## src/rtl/cu_pkg.sv

```systemverilog
// cu_pkg: shared encodings for the datapath control unit.
package cu_pkg;
  typedef enum logic [2:0] {
    ST_RST, ST_FETCH0, ST_FETCH1, ST_FETCH2, ST_PCINC, ST_DECODE, ST_EXEC, ST_FAULT
  } state_t;
  localparam logic [4:0] ALU_OP_ADD = 5'd4;
  localparam logic [4:0] ALU_OP_PASSB = 5'd16;
  localparam logic [4:0] ALU_OP_PASSA = 5'd17;
  localparam logic [3:0] COND_EQ = 4'h0, COND_NE = 4'h1, COND_CS = 4'h2, COND_CC = 4'h3;
  localparam logic [3:0] COND_MI = 4'h4, COND_PL = 4'h5, COND_VS = 4'h6, COND_VC = 4'h7;
  localparam logic [3:0] COND_HI = 4'h8, COND_LS = 4'h9, COND_GE = 4'hA, COND_LT = 4'hB;
  localparam logic [3:0] COND_GT = 4'hC, COND_LE = 4'hD, COND_AL = 4'hE, COND_NV = 4'hF;
  localparam logic [3:0] OPC_TST = 4'd8;
  localparam logic [3:0] OPC_CMN = 4'd11;
  function automatic logic is_test_op(input logic [3:0] opc);
    return opc >= OPC_TST && opc <= OPC_CMN;
  endfunction
endpackage

```

## src/rtl/cond_eval.sv

```systemverilog
// cond_eval: ARM condition-field check against {N,Z,C,V}; NV never passes.
module cond_eval
  import cu_pkg::*;
(
  input  logic [3:0] cond,
  input  logic [3:0] flags,
  output logic       pass
);
  logic n, z, c, v;
  assign {n, z, c, v} = flags;
  always_comb begin
    case (cond)
      COND_EQ: pass = z;
      COND_NE: pass = !z;
      COND_CS: pass = c;
      COND_CC: pass = !c;
      COND_MI: pass = n;
      COND_PL: pass = !n;
      COND_VS: pass = v;
      COND_VC: pass = !v;
      COND_HI: pass = c && !z;
      COND_LS: pass = !c || z;
      COND_GE: pass = n == v;
      COND_LT: pass = n != v;
      COND_GT: pass = !z && (n == v);
      COND_LE: pass = z || (n != v);
      COND_AL: pass = 1'b1;
      default: pass = 1'b0;
    endcase
  end
endmodule

```

## src/rtl/dp_control_unit.sv

```systemverilog
// dp_control_unit: multi-cycle fetch/PC-increment/decode/execute sequencer for the ALU datapath.
module dp_control_unit
  import cu_pkg::*;
#(
  parameter int MOC_TIMEOUT = 15
) (
  input  logic        Clk,
  input  logic        RESET,
  input  logic [31:0] IR,
  input  logic [3:0]  FLAGS,
  input  logic        MOC,
  output logic [4:0]  OP,
  output logic        S,
  output logic        ALU_OUT,
  output logic        LOAD,
  output logic        LOADPC,
  output logic        IR_CU,
  output logic        A_SEL,
  output logic        B_SEL,
  output logic        LOAD_MAR,
  output logic        LOAD_IR,
  output logic        MFA,
  output logic        RW,
  output logic        FAULT,
  output logic [2:0]  STATE
);
  localparam int CW = $clog2(MOC_TIMEOUT + 1);
  state_t state, state_n;
  logic [CW-1:0] cnt;
  logic cond_pass, timeout, test_op, rd_pc, unused_ir;
  assign unused_ir = ^{IR[25], IR[19:16], IR[11:0]};
  cond_eval u_cond (.cond(IR[31:28]), .flags(FLAGS), .pass(cond_pass));
  assign timeout = cnt == CW'(MOC_TIMEOUT);
  assign test_op = is_test_op(IR[24:21]);
  assign rd_pc = IR[15:12] == 4'hF;
  assign STATE = state;
  always_ff @(posedge Clk or posedge RESET) begin
    if (RESET) state <= ST_RST;
    else state <= state_n;
  end
  // Held at zero outside FETCH1, so every fetch wait starts counting from 0.
  always_ff @(posedge Clk or posedge RESET) begin
    if (RESET) cnt <= '0;
    else cnt <= (state == ST_FETCH1) ? cnt + 1'b1 : '0;
  end
  always_comb begin
    state_n = state;
    case (state)
      ST_RST:    state_n = ST_FETCH0;
      ST_FETCH0: state_n = ST_FETCH1;
      ST_FETCH1: state_n = MOC ? ST_FETCH2 : timeout ? ST_FAULT : ST_FETCH1;
      ST_FETCH2: state_n = ST_PCINC;
      ST_PCINC:  state_n = ST_DECODE;
      ST_DECODE: state_n = (cond_pass && IR[27:26] == 2'b00) ? ST_EXEC : ST_FETCH0;
      ST_EXEC:   state_n = ST_FETCH0;
      default:   state_n = ST_FAULT;
    endcase
  end
  always_comb begin
    OP = 5'd0;
    S = 1'b0;
    ALU_OUT = 1'b0;
    LOAD = 1'b0;
    LOADPC = 1'b0;
    IR_CU = 1'b1;
    A_SEL = 1'b0;
    B_SEL = 1'b0;
    LOAD_MAR = 1'b0;
    LOAD_IR = 1'b0;
    MFA = 1'b0;
    RW = 1'b1;
    FAULT = 1'b0;
    case (state)
      ST_FETCH0: begin
        A_SEL = 1'b1;
        OP = ALU_OP_PASSA;
        ALU_OUT = 1'b1;
        LOAD_MAR = 1'b1;
        IR_CU = 1'b0;
      end
      ST_FETCH1: MFA = 1'b1;
      ST_FETCH2: begin
        MFA = 1'b1;
        LOAD_IR = 1'b1;
      end
      ST_PCINC: begin
        A_SEL = 1'b1;
        B_SEL = 1'b1;
        OP = ALU_OP_ADD;
        ALU_OUT = 1'b1;
        LOADPC = 1'b1;
        IR_CU = 1'b0;
      end
      ST_EXEC: begin
        OP = {1'b0, IR[24:21]};
        S = IR[20];
        ALU_OUT = 1'b1;
        LOAD = !test_op && !rd_pc;
        LOADPC = !test_op && rd_pc;
      end
      ST_FAULT: FAULT = 1'b1;
      default: ;
    endcase
  end
endmodule
```

## config.mk

```make
export PLATFORM = sky130hd
export DESIGN_NAME = dp_control_unit
export DESIGN_NICKNAME = d
export VERILOG_FILES = /design/src/rtl/cu_pkg.sv /design/src/rtl/cond_eval.sv /design/src/rtl/dp_control_unit.sv
export SDC_FILE = /design/constraint.sdc
export NUM_CORES = 1
export LEC_CHECK = 0
export ABC_CLOCK_PERIOD_IN_PS = 2700
export BUFFER_PORTS_ARGS = -buffer_cell sky130_fd_sc_hd__buf_2
export CORE_MARGIN = 2
export CORE_UTILIZATION = 41
export DETAILED_ROUTE_END_ITERATION = 16
export PLACE_DENSITY = 0.82
export SYNTH_ARGS = -nofsm -noshare
export SYNTH_HDL_FRONTEND = slang
export SYNTH_SLANG_ARGS = --single-unit
```

## constraint.sdc

```tcl
create_clock -name Clk -period 2.7 [get_ports Clk]
set_input_delay 0.135 -clock Clk [delete_from_list [all_inputs] [get_ports Clk]]
set_output_delay 0.135 -clock Clk [all_outputs]
set_load 0.1 [all_outputs]
```

* Word level (Yosys, flattened, before mapping)
Cells that the tools add are included.
** Operators by class
- Add/sub/neg operators :: 1
- $mul :: 0
- Divide/modulo/power cells :: 0
- Order comparisons :: 2
- Equality and inequality tests :: 25
- Shifts and indexed selects :: 0
- Multiplexer cells :: 18
- Bitwise operators :: 0
- Reductions and logical operators :: 21
** Operator list (count)
- 4-bit equality test, second input constant :: 9
- 3-bit case mux with 6 select lines :: 1
- 4-bit by 3-bit equality test with 1-bit output, second input constant :: 4
- 1-bit case mux with 15 select lines :: 1
- 5-bit case mux with 3 select lines :: 1
- 3-bit equality test, second input constant :: 4
- 1-bit two-way mux :: 10
- 3-bit two-way mux :: 3
- 4-bit by 2-bit equality test with 1-bit output, second input constant :: 2
- 3-bit by 2-bit equality test with 1-bit output, second input constant :: 2
- 1-bit logical AND :: 6
- 1-bit logical NOT :: 6
- 2-bit OR reduction :: 3
- 4-bit by 1-bit adder with 4-bit output, second input constant :: 1
- 4-bit by 1-bit equality test with 1-bit output, second input constant :: 1
- 4-bit greater-or-equal comparator, second input constant :: 1
- 4-bit <= comparator, second input constant :: 1
- 4-bit logical NOT :: 1
- 4-bit two-way mux :: 1
- 3-bit by 1-bit equality test with 1-bit output, second input constant :: 1
- 3-bit logical NOT :: 1
- 3-bit OR reduction :: 1
- 2-bit logical NOT :: 1
- 1-bit logical OR :: 2
- other kinds (3) :: 3
** Storage, ports and cells
- Bits in registers :: 7
- Latch bits :: 0
- RAM bits :: 0
- Memory bits (read-only) :: 0
- Input bits :: 39
- Output and inout port bits :: 20
- Word-level logic and storage cells :: 69
- Memories :: 0

* Depth between registers and ports, before layout
Gate-level depths: netlist (run 1).
- Depth in word-level cells :: 6
- Gate-level depth with buffers :: 6

* Cells and area by module
From an unflattened synthesis (run 1), not the netlist that was laid out.
** Second synthesis, totals
- Cells, all modules :: 88
- Area, all modules :: 675.6 um^2
** Modules (own cells, without submodules)
- dp_control_unit :: times used 1, cells each 60, area an instance 481.7 um^2
- cond_eval :: times used 1, cells each 28, area an instance 193.9 um^2

* Worst setup path before layout (run 1)
Ideal clock, no wire load.
- Path kind :: flip-flop to output port
- Start point :: reg state[2], in the netlist STATE[2]
- End point :: out LOAD
- Arrival :: 6.063 ns
- Data required time :: 2.565 ns
- Path slack :: -3.498 ns
- Cell stages (with the launch flop) :: 4
- Path through :: dfrtp_1 buf_2 nand2b_1 a2111oi_0
** Between the ends
- Word-level cells in the longest chain between the ends :: 2
** RTL lines
- from (decl) :: RTL line dp_control_unit.sv:28 : state_t state, state_n;
- from (signal assigned) :: RTL line dp_control_unit.sv:39 : else state <= state_n;
- 3-bit equality test :: RTL line dp_control_unit.sv:73 : case (state)
- 1-bit two-way mux :: RTL line dp_control_unit.sv:73
- to (decl) :: RTL line dp_control_unit.sv:15 : output logic LOAD,
No other way between the ends.

* Worst setup path in the final report (run 1)
- Start point :: reg state[0], in the netlist STATE[0]
- End point :: out LOAD
Same word-level chain as after synthesis.

==> flow_summary.json, run 1 <==
{
  "status": "finished clean",
  "finalWorstSetupSlack_ns": 0.6601,
  "start_util": 0.4293,
  "drt-initial-drc-count": 18,
  "gr-total-overflow": 0,
  "die_w_um": 46.29,
  "arrival_ns": 1.90,
  "num_rows": 15,
  "cts_root_buf": "clkbuf_4",
  "end_kind": "output pin",
  "drive_above_1_share": 0.4692,
  "crit_path_start_kind": "register",
  "setup_viol": 0,
  "hold_start": "MOC",
  "finalSetupTns_ns": 0,
  "grt_first_pass_wirelength_um": 2725,
  "drv_slew": 0,
  "ys_types": 45,
  "finalHoldViolCount": 0,
  "ys_seq_elements": 7,
  "wl_per_cell_um": 11.42,
  "reg2reg_from": "STATE[1]",
  "core_area_um2": 1708,
  "synth_edf_count": 0,
  "synth_fp_nets": 133,
  "ys_async_sr_fraction": 1.000,
  "required_ns": 2.57,
  "cp-startpoint": "STATE[0]",
  "min_path_type": "in -> reg",
  "antennaDiodeCount": 0,
  "clock_path_buffers": 2,
  "clock-sinks": 7,
  "syn_area_um2": 733.2,
  "grt_max_degree": 15,
  "syn_to_final_growth_pct": 37.37,
  "drc": 0,
  "period_needed_ns": 2.040,
  "antenna_found_initial": 0,
  "dp_hpwl_um": 1359,
  "dr.pass1.iters": 5,
  "skew_ns": 0.001545,
  "num_io_pins": 59,
  "cts-htree-levels": 1,
  "synth_ff_type": "dfrtp_1",
  "nNetsFinal": 171,
  "synth_seq_area_share": 0.2389,
  "die_area_um2": 2143,
  "cts_resized": 0,
  "synthCells": 93,
  "leakage_nw": 0.5011,
  "fmax_ghz": 0.4902,
  "cts.clk_slew.worst_paths_ns": 0.05,
  "die_y_um": 46.29,
  "routed_wl_um": 1770,
  "ant_nets": 0,
  "post_cts_buffers": 0,
  "power_density_nw_per_um2": 256.3,
  "period_share": 0.7555,
  "rsz0062_at_grt": "no",
  "gr-usage-all-layers": 0.1760,
  "via_per_inst": 5.342,
  "dp_slack_ns": 0.9127,
  "ys_warn_count": 0,
  "dp_cells": 150,
  "io_buffers": 40,
  "grt_pass1_vias": 647,
  "critPathKind": "reg -> out",
  "synth_top_area_cell": "dfrtp_1",
  "worst-path-max-fanout": 13,
  "via_count": 828,
  "ir_worst_vdd_v": 0.0002806,
  "clk_latency_ns": 0.25,
  "fin_hold_ws_ns": 0.1650,
  "postSynthAreaPerCell_um2": 7.884,
  "synthTopCellsByArea": "dfrtp_1 24%, inv_1 4.6%, nor2_1 4.6%",
  "place.gp.congestion": 0.7227,
  "yosysTopAreaCellShare": 0.2389,
  "cts_made_buffers": 3,
  "fin_cells": 155,
  "cts_tree": "yes",
  "drv_cap": 0,
  "fin_util": 0.5897
}
## worst paths after layout
path | endpoint | cells past startpoint | slack (ns)
setup / recovery | LOAD | 3 | 0.66
hold reg to reg | cnt[0] | 1 | 0.48
max in group asynchronous | STATE[0] | 3 | 2.11
hold / removal | STATE[2] | 2 | 0.17
setup reg to reg | STATE[0] | 3 | 1.20
min in group asynchronous | cnt[2] | 3 | 0.36
## layout by cell type (no fill, tap or decap), drive strengths merged, types with 2 or more instances in the layout
master  Yosys  final
or3         3      3
dfrtp       7      7
mux2i       2      2
buf         6     40
nor3        3      3
nor2b       2      2
nor3b       3      3
nor2        9      9
xnor2       2      2
clkbuf      2      4
and3        4      4
nand2       3      3
or2         2      2
a21oi       5      5
inv        10      9
xor2        2      2
o21ai       2      2
nand3       3      3
## synthesized netlist by cell type, types with 2 or more instances
cell type / n
buf_4: 3
xor2_1: 2
clkbuf_1: 2
nor2b_1: 2
and3_1: 4
nor2_1: 9
nor3b_1: 3
nand3_1: 3
or3_1: 3
inv_1: 9
nor3_1: 3
or2_2: 2
o21ai_0: 2
a21oi_1: 5
mux2i_1: 2
dfrtp_1: 7
buf_2: 2
nand2_1: 3
## metal layers
metal / GRT usage / up-vias / share of wire
li1: - / 406 / -
met1: 0.2000 / 370 / 0.43
met2: 0.3056 / 48 / 0.49
met3: 0.06275 / 4 / 0.073
met4: 0.05143 / 0 / 0.011
met5: 0 / - / 0
## flip-flops by register name, summed over array words and instances, names as in the netlist
name	count
STATE	3
cnt	4
## worst max-delay path, cell delays in order (launching register included)
cell       delay, ns
dfrtp_4         0.52
nand2b_1        0.28
a2111oi_2       0.37
buf_2           0.48
## area by class of cell
class	instances	area, um^2
sequential	7	183.9
clock buffer	4	26.28
timing repair buffer	41	210.2
inverter	10	41.29
fill	151	700.7
tap	25	31.28
multi-input combinational	68	514.2
## cell families (layout without fill, tap and decap cells)
family,Yosys count,after routing,share of synthesized area
AND/OR/NAND/NOR,41,41,0.3311
XOR/XNOR,4,4,0.05803
other,1,1,0.005115
buffers and inverters,18,55,0.1212
flip-flops,7,7,0.2389
adder cells (fa/ha/maj),1,1,0.01706
AO/OA/AOI/OAI,19,19,0.2014
multiplexers,2,2,0.02730
## timing repair
item	in CTS	in global routing
setup endpoints to repair	0	0
hold buffers	1	0
hold endpoints to repair	7	0
## power by group
group          internal (mW)  switching, mW  total [mW]
Combinational         0.0256         0.0347      0.0603
Clock                 0.0563         0.0365      0.0927
Sequential             0.105              0       0.105
## stage by stage
step                cell area, um^2  total power, mW
detailed placement            970.9           0.1655
CTS                            1007           0.2624
floorplan                     807.0           0.1480
global placement              970.9           0.1635
finish                         1007           0.2581
global route                   1007           0.2767
(Power assumes the default switching activity.)
==> run 2, diff against run 1 <==
--- a/config.mk
+++ b/config.mk
@@ -5,12 +5,12 @@
 export SDC_FILE = /design/constraint.sdc
 export NUM_CORES = 1
 export LEC_CHECK = 0
-export ABC_CLOCK_PERIOD_IN_PS = 2700
+export ABC_CLOCK_PERIOD_IN_PS = 1950
 export BUFFER_PORTS_ARGS = -buffer_cell sky130_fd_sc_hd__buf_2
 export CORE_MARGIN = 2
-export CORE_UTILIZATION = 41
+export CORE_UTILIZATION = 38
 export DETAILED_ROUTE_END_ITERATION = 16
-export PLACE_DENSITY = 0.82
+export PLACE_DENSITY = 0.76
 export SYNTH_ARGS = -nofsm -noshare
 export SYNTH_HDL_FRONTEND = slang
 export SYNTH_SLANG_ARGS = --single-unit
==> constraint.sdc (replaced) <==
create_clock -name Clk -period 1.95 [get_ports Clk]
set_input_delay 0.0975 -clock Clk [delete_from_list [all_inputs] [get_ports Clk]]
set_output_delay 0.0975 -clock Clk [all_outputs]
set_load 0.1 [all_outputs]
==> run 2 against run 1 <==
  * Sequential share of layout area fell by 1.4 points
  * Critical endpoint unchanged
  * Highest routed layer unchanged
  * Core utilization grew 3.6 points
  * Largest power group unchanged
  * Worst hold slack lost 0.069 ns
  * Critical path depth stayed put
  * Clock power up 45%
  * Sequential cell count did not move
  * Global-route usage fell by 1.7 points
  * Final cell count unchanged
  * Routed wire length fell by 2.1%
  * Worst setup slack got worse by 0.55 ns
  * Cell area rose by 9.6%
==> flow_summary.json, run 2 (synthesis gave the netlist of run 1 again) <==
{
  "drv_cap": 0,
  "cts-hold-fix-buffers": 1,
  "drc": 0,
  "cts_tree": "yes",
  "grt.busiest_layer": "met2",
  "dp_cells": 150,
  "crit_path_start_kind": "register",
  "via_count": 814,
  "power_density_nw_per_um2": 329.0,
  "routed_wl_um": 1732,
  "required_ns": 1.85,
  "grt_first_pass_wirelength_um": 2559,
  "fmax_ghz": 0.5429,
  "use_met1": 0.1814,
  "cts_made_buffers": 3,
  "die_w_um": 47.93,
  "num_rows": 15,
  "grt_use_met3": 0.06038,
  "arrival_ns": 1.74,
  "ant_nets": 0,
  "cts_resized": 0,
  "skew_ns": 0.009918,
  "final_common_cell": "buf_2",
  "clk_latency_ns": 0.26,
  "cp_top_family": "flip-flops",
  "clock_path_buffers": 2,
  "end_kind": "output pin",
  "leakage_nw": 0.5136,
  "setup_viol": 0,
  "grt_max_degree": 15,
  "drt-initial-drc-count": 6,
  "crit_chain": "nand2b_2, a2111oi_4, buf_12",
  "antennaDiodeCount": 0,
  "gr-usage-all-layers": 0.1593,
  "num_io_pins": 59,
  "worst-path-max-fanout": 13,
  "mostFrequentLayoutCells": "37 x buf_2, 8 x inv_1, 7 x nor2_1",
  "cpPeakStageDelay_ns": 0.53,
  "period_share": 0.9446,
  "finalWorstSetupSlack_ns": 0.1079,
  "nNetsFinal": 171,
  "antenna_found_initial": 0,
  "rsz0062_at_grt": "no",
  "dr.pass1.iters": 4,
  "syn_to_final_growth_pct": 50.51,
  "place.gp.congestion": 0.7565,
  "grt.met2_usage": 0.2747,
  "io_buffers": 40,
  "gr-total-overflow": 0,
  "dp_slack_ns": 0.3278,
  "cts-htree-levels": 1,
  "post_cts_buffers": 0,
  "min_path_type": "in -> reg",
  "fin_cells": 155,
  "top_register": "cnt",
  "cts_root_buf": "clkbuf_4",
  "largest_reg_flops": 4,
  "critPathKind": "reg -> out",
  "start_util": 0.4156,
  "grt_pass1_vias": 654,
  "status": "finished clean",
  "drive_above_1_share": 0.5231,
  "clock-sinks": 7,
  "ir_worst_vdd_v": 0.0003991,
  "via_per_inst": 5.252,
  "core_area_um2": 1764,
  "finalSetupTns_ns": 0,
  "period_needed_ns": 1.842,
  "path_buf_inv": 1,
  "cp_slowest_cell": "dfrtp_4",
  "wl_per_cell_um": 11.17,
  "die_area_um2": 2297,
  "dp_hpwl_um": 1455,
  "die_y_um": 47.93,
  "drv_slew": 0,
  "cts.clk_slew.worst_paths_ns": 0.06,
  "p_total_mw": 0.3631,
  "finalHoldViolCount": 0
}
[run 2: cell counts in the layout (fill, tap and decap cells not counted)]
No cell type changed its count.
[run 2: power by group]
| group | switching, mW | total, mW | internal (mW) |
|---|---|---|---|
| Sequential | 0 | 0.145 | 0.145 |
| Combinational | 0.0486 | 0.0841 | 0.0356 |
| Clock | 0.0553 | 0.134 | 0.0782 |
| Total | 0.104 | 0.363 | 0.259 |
[run 2: area by class of cell]
| class | instances | area (um^2) |
|---|---|---|
| fill | 173 | 660.6 |
| sequential | 7 | 186.4 |
| multi-input combinational | 68 | 563.0 |
| timing repair buffer | 41 | 255.2 |
| clock buffer | 4 | 26.28 |
| inverter | 10 | 41.29 |
| tap | 25 | 31.28 |
[run 2: routing by layer]
metal  part of all wire  vias up
met5                  0        -
met4             0.0046        0
met3               0.10        3
met2               0.49       35
met1               0.40      367
li1                   -      409
[run 2: final timing paths]
check	startpoint	endpoint	slack [ns]	cells past startpoint
max	STATE[0]	LOAD	0.11	3
min	MOC	STATE[2]	0.1	2
max reg2reg	STATE[1]	STATE[1]	0.32	5
min reg2reg	cnt[0]	cnt[0]	0.47	1
max in group asynchronous	RESET	STATE[2]	1.43	3
min in group asynchronous	RESET	cnt[2]	0.30	3
[run 2: through the flow]
step / cell area, um^2 / hold WS [ns] / util
5_1_grt: 1104 / 0.1045 / 0.6255
3_5_place_dp: 1067 / 0.03188 / 0.6050
4_1_cts: 1104 / 0.09145 / 0.6255
6_report: 1104 / 0.09623 / 0.6255
3_3_place_gp: 1067 / 0.02704 / 0.6050
2_1_floorplan: 858.3 / -0.09904 / -
==> run 3, diff against run 2 <==
--- a/config.mk
+++ b/config.mk
@@ -10,7 +10,7 @@
 export CORE_MARGIN = 2
 export CORE_UTILIZATION = 38
 export DETAILED_ROUTE_END_ITERATION = 16
-export PLACE_DENSITY = 0.76
+export PLACE_DENSITY = 0.78
 export SYNTH_ARGS = -nofsm -noshare
 export SYNTH_HDL_FRONTEND = slang
 export SYNTH_SLANG_ARGS = --single-unit
==> run 3 against run 2 <==
  * Clock skew decreased by 0.0065 ns
  * Core utilization unchanged
  * First-iteration DRC count up 50%
  * Worst hold slack better by 0.017 ns
  * Clock-buffer cell count did not move
  * Via count is 0.86% lower
  * Combinational power rose by 2%
  * Global-route usage is 0.40 points higher
  * Clock power down 4%
  * Critical endpoint unchanged
==> flow_summary.json, run 3 (synthesis gave the netlist of run 1 again) <==
{
  "rsz0062_at_grt": "no",
  "grt_pass1_vias": 685,
  "final_common_cell": "buf_2",
  "clock_path_buffers": 2,
  "start_util": 0.4156,
  "fmax_ghz": 0.5478,
  "crit_chain": "nand2b_2, a2111oi_4, buf_12",
  "min_path_type": "in -> reg",
  "mostFrequentLayoutCells": "37 x buf_2, 8 x inv_1, 7 x nor2_1",
  "drt-initial-drc-count": 9,
  "cts.clk_slew.worst_paths_ns": 0.05,
  "finalHoldViolCount": 0,
  "power_density_nw_per_um2": 326.3,
  "clk_latency_ns": 0.24,
  "reg2regPathDepth": 5,
  "cts_resized": 0,
  "wl_met2_um": 959,
  "cp_slowest_cell": "dfrtp_4",
  "fin_cells": 155,
  "finalWorstSetupSlack_ns": 0.1245,
  "die_w_um": 47.93,
  "hold-path-endpoint": "STATE[2]",
  "reg2reg_from": "STATE[1]",
  "gr-total-overflow": 0,
  "hold_start": "MOC",
  "dp_slack_ns": 0.3597,
  "post_cts_buffers": 0,
  "cts_root_buf": "clkbuf_4",
  "dp_hpwl_um": 1497,
  "dr.max_layer_used": "met3",
  "required_ns": 1.85,
  "path_buf_inv": 1,
  "placed_cell_area_um2": 1067,
  "routed_wl_um": 1864,
  "drc": 0,
  "cts-hold-fix-buffers": 1,
  "cts_made_buffers": 3,
  "via_per_inst": 5.206,
  "ant_nets": 0,
  "antenna_found_initial": 0,
  "place.gp.congestion": 0.7754,
  "num_io_pins": 59,
  "cts_tree": "yes",
  "clock-sinks": 7,
  "crit_path_start_kind": "register",
  "largest_reg_flops": 4,
  "grt_first_pass_wirelength_um": 2704,
  "crit-reg2reg-capture": "STATE[1]",
  "cpPeakStageDelay_ns": 0.53,
  "top_register": "cnt",
  "dr.pass1.iters": 4,
  "skew_ns": 0.003390,
  "dp_cells": 150,
  "hold_depth": 2,
  "ir_worst_vdd_v": 0.0003105,
  "num_rows": 15,
  "arrival_ns": 1.73,
  "io_buffers": 40,
  "wl_met1_um": 758,
  "die_y_um": 47.93,
  "wl_met3_um": 146,
  "via_count": 807,
  "cts-htree-levels": 1,
  "die_area_um2": 2297,
  "worst-path-max-fanout": 13,
  "fin_util": 0.6255,
  "fin_area_um2": 1104,
  "critPathKind": "reg -> out",
  "grt_max_degree": 15,
  "drive_above_1_share": 0.5231,
  "drv_slew": 0,
  "r2r_slack_ns": 0.34,
  "core_area_um2": 1764,
  "end_kind": "output pin",
  "gr-usage-all-layers": 0.1632,
  "period_needed_ns": 1.826,
  "syn_to_final_growth_pct": 50.51,
  "wl_per_cell_um": 12.03,
  "antennaDiodeCount": 0,
  "drv_cap": 0,
  "nNetsFinal": 171,
  "cp_top_family": "flip-flops",
  "leakage_nw": 0.5136,
  "setup_viol": 0,
  "status": "finished clean",
  "period_share": 0.9362
}
run 3: cell counts in the layout (fill, tap and decap cells not counted):
No cell type changed its count.
run 3: report_power, final:
part	internal, mW	switching, mW
sequential	0.145	0
combinational	0.0356	0.0504
clock	0.0779	0.0509
total	0.259	0.101
run 3: metrics by stage:
step	power, mW	setup TNS (ns)	hold slack (ns)
2_1_floorplan	0.2068	-3.446	-0.09904
3_3_place_gp	0.2292	0	0.02940
3_5_place_dp	0.2322	0	0.03864
4_1_cts	0.3677	0	0.1085
5_1_grt	0.3800	0	0.1121
6_report	0.3601	0	0.1136
run 3: worst max-delay path by stage:
stage	startpoint	endpoint	slack [ns]	cells past startpoint
final	STATE[0]	LOAD	0.12	3
after global routing	STATE[0]	LOAD	0.05	3
after CTS	STATE[0]	LOAD	0.11	3
after detailed placement	STATE[1]	STATE[1]	0.36	5
after global placement	STATE[1]	STATE[1]	0.36	5
after floorplan	STATE[0]	IR_CU	-0.86	4
run 3: area by class of cell:
cell class	count	area (um^2)
Multi-Input combinational cell	68	563.0
Sequential cell	7	186.4
Inverter	10	41.29
Tap cell	25	31.28
Timing Repair Buffer	41	255.2
Clock buffer	4	26.28
Fill cell	184	660.6
run 3: worst reg2reg max path: cells and delay by family, from the launching register on:
kind            cells  cell delay (ns)
compound gates      1             0.14
simple gates        3             0.61
buf+inv             1             0.20
flops               1             0.58
run 3: per-layer routing:
metal,global-route usage,up-vias
met2,0.3200,31
met4,0.04865,0
li1,-,403
met5,0,-
met3,0.02264,0
met1,0.1773,373
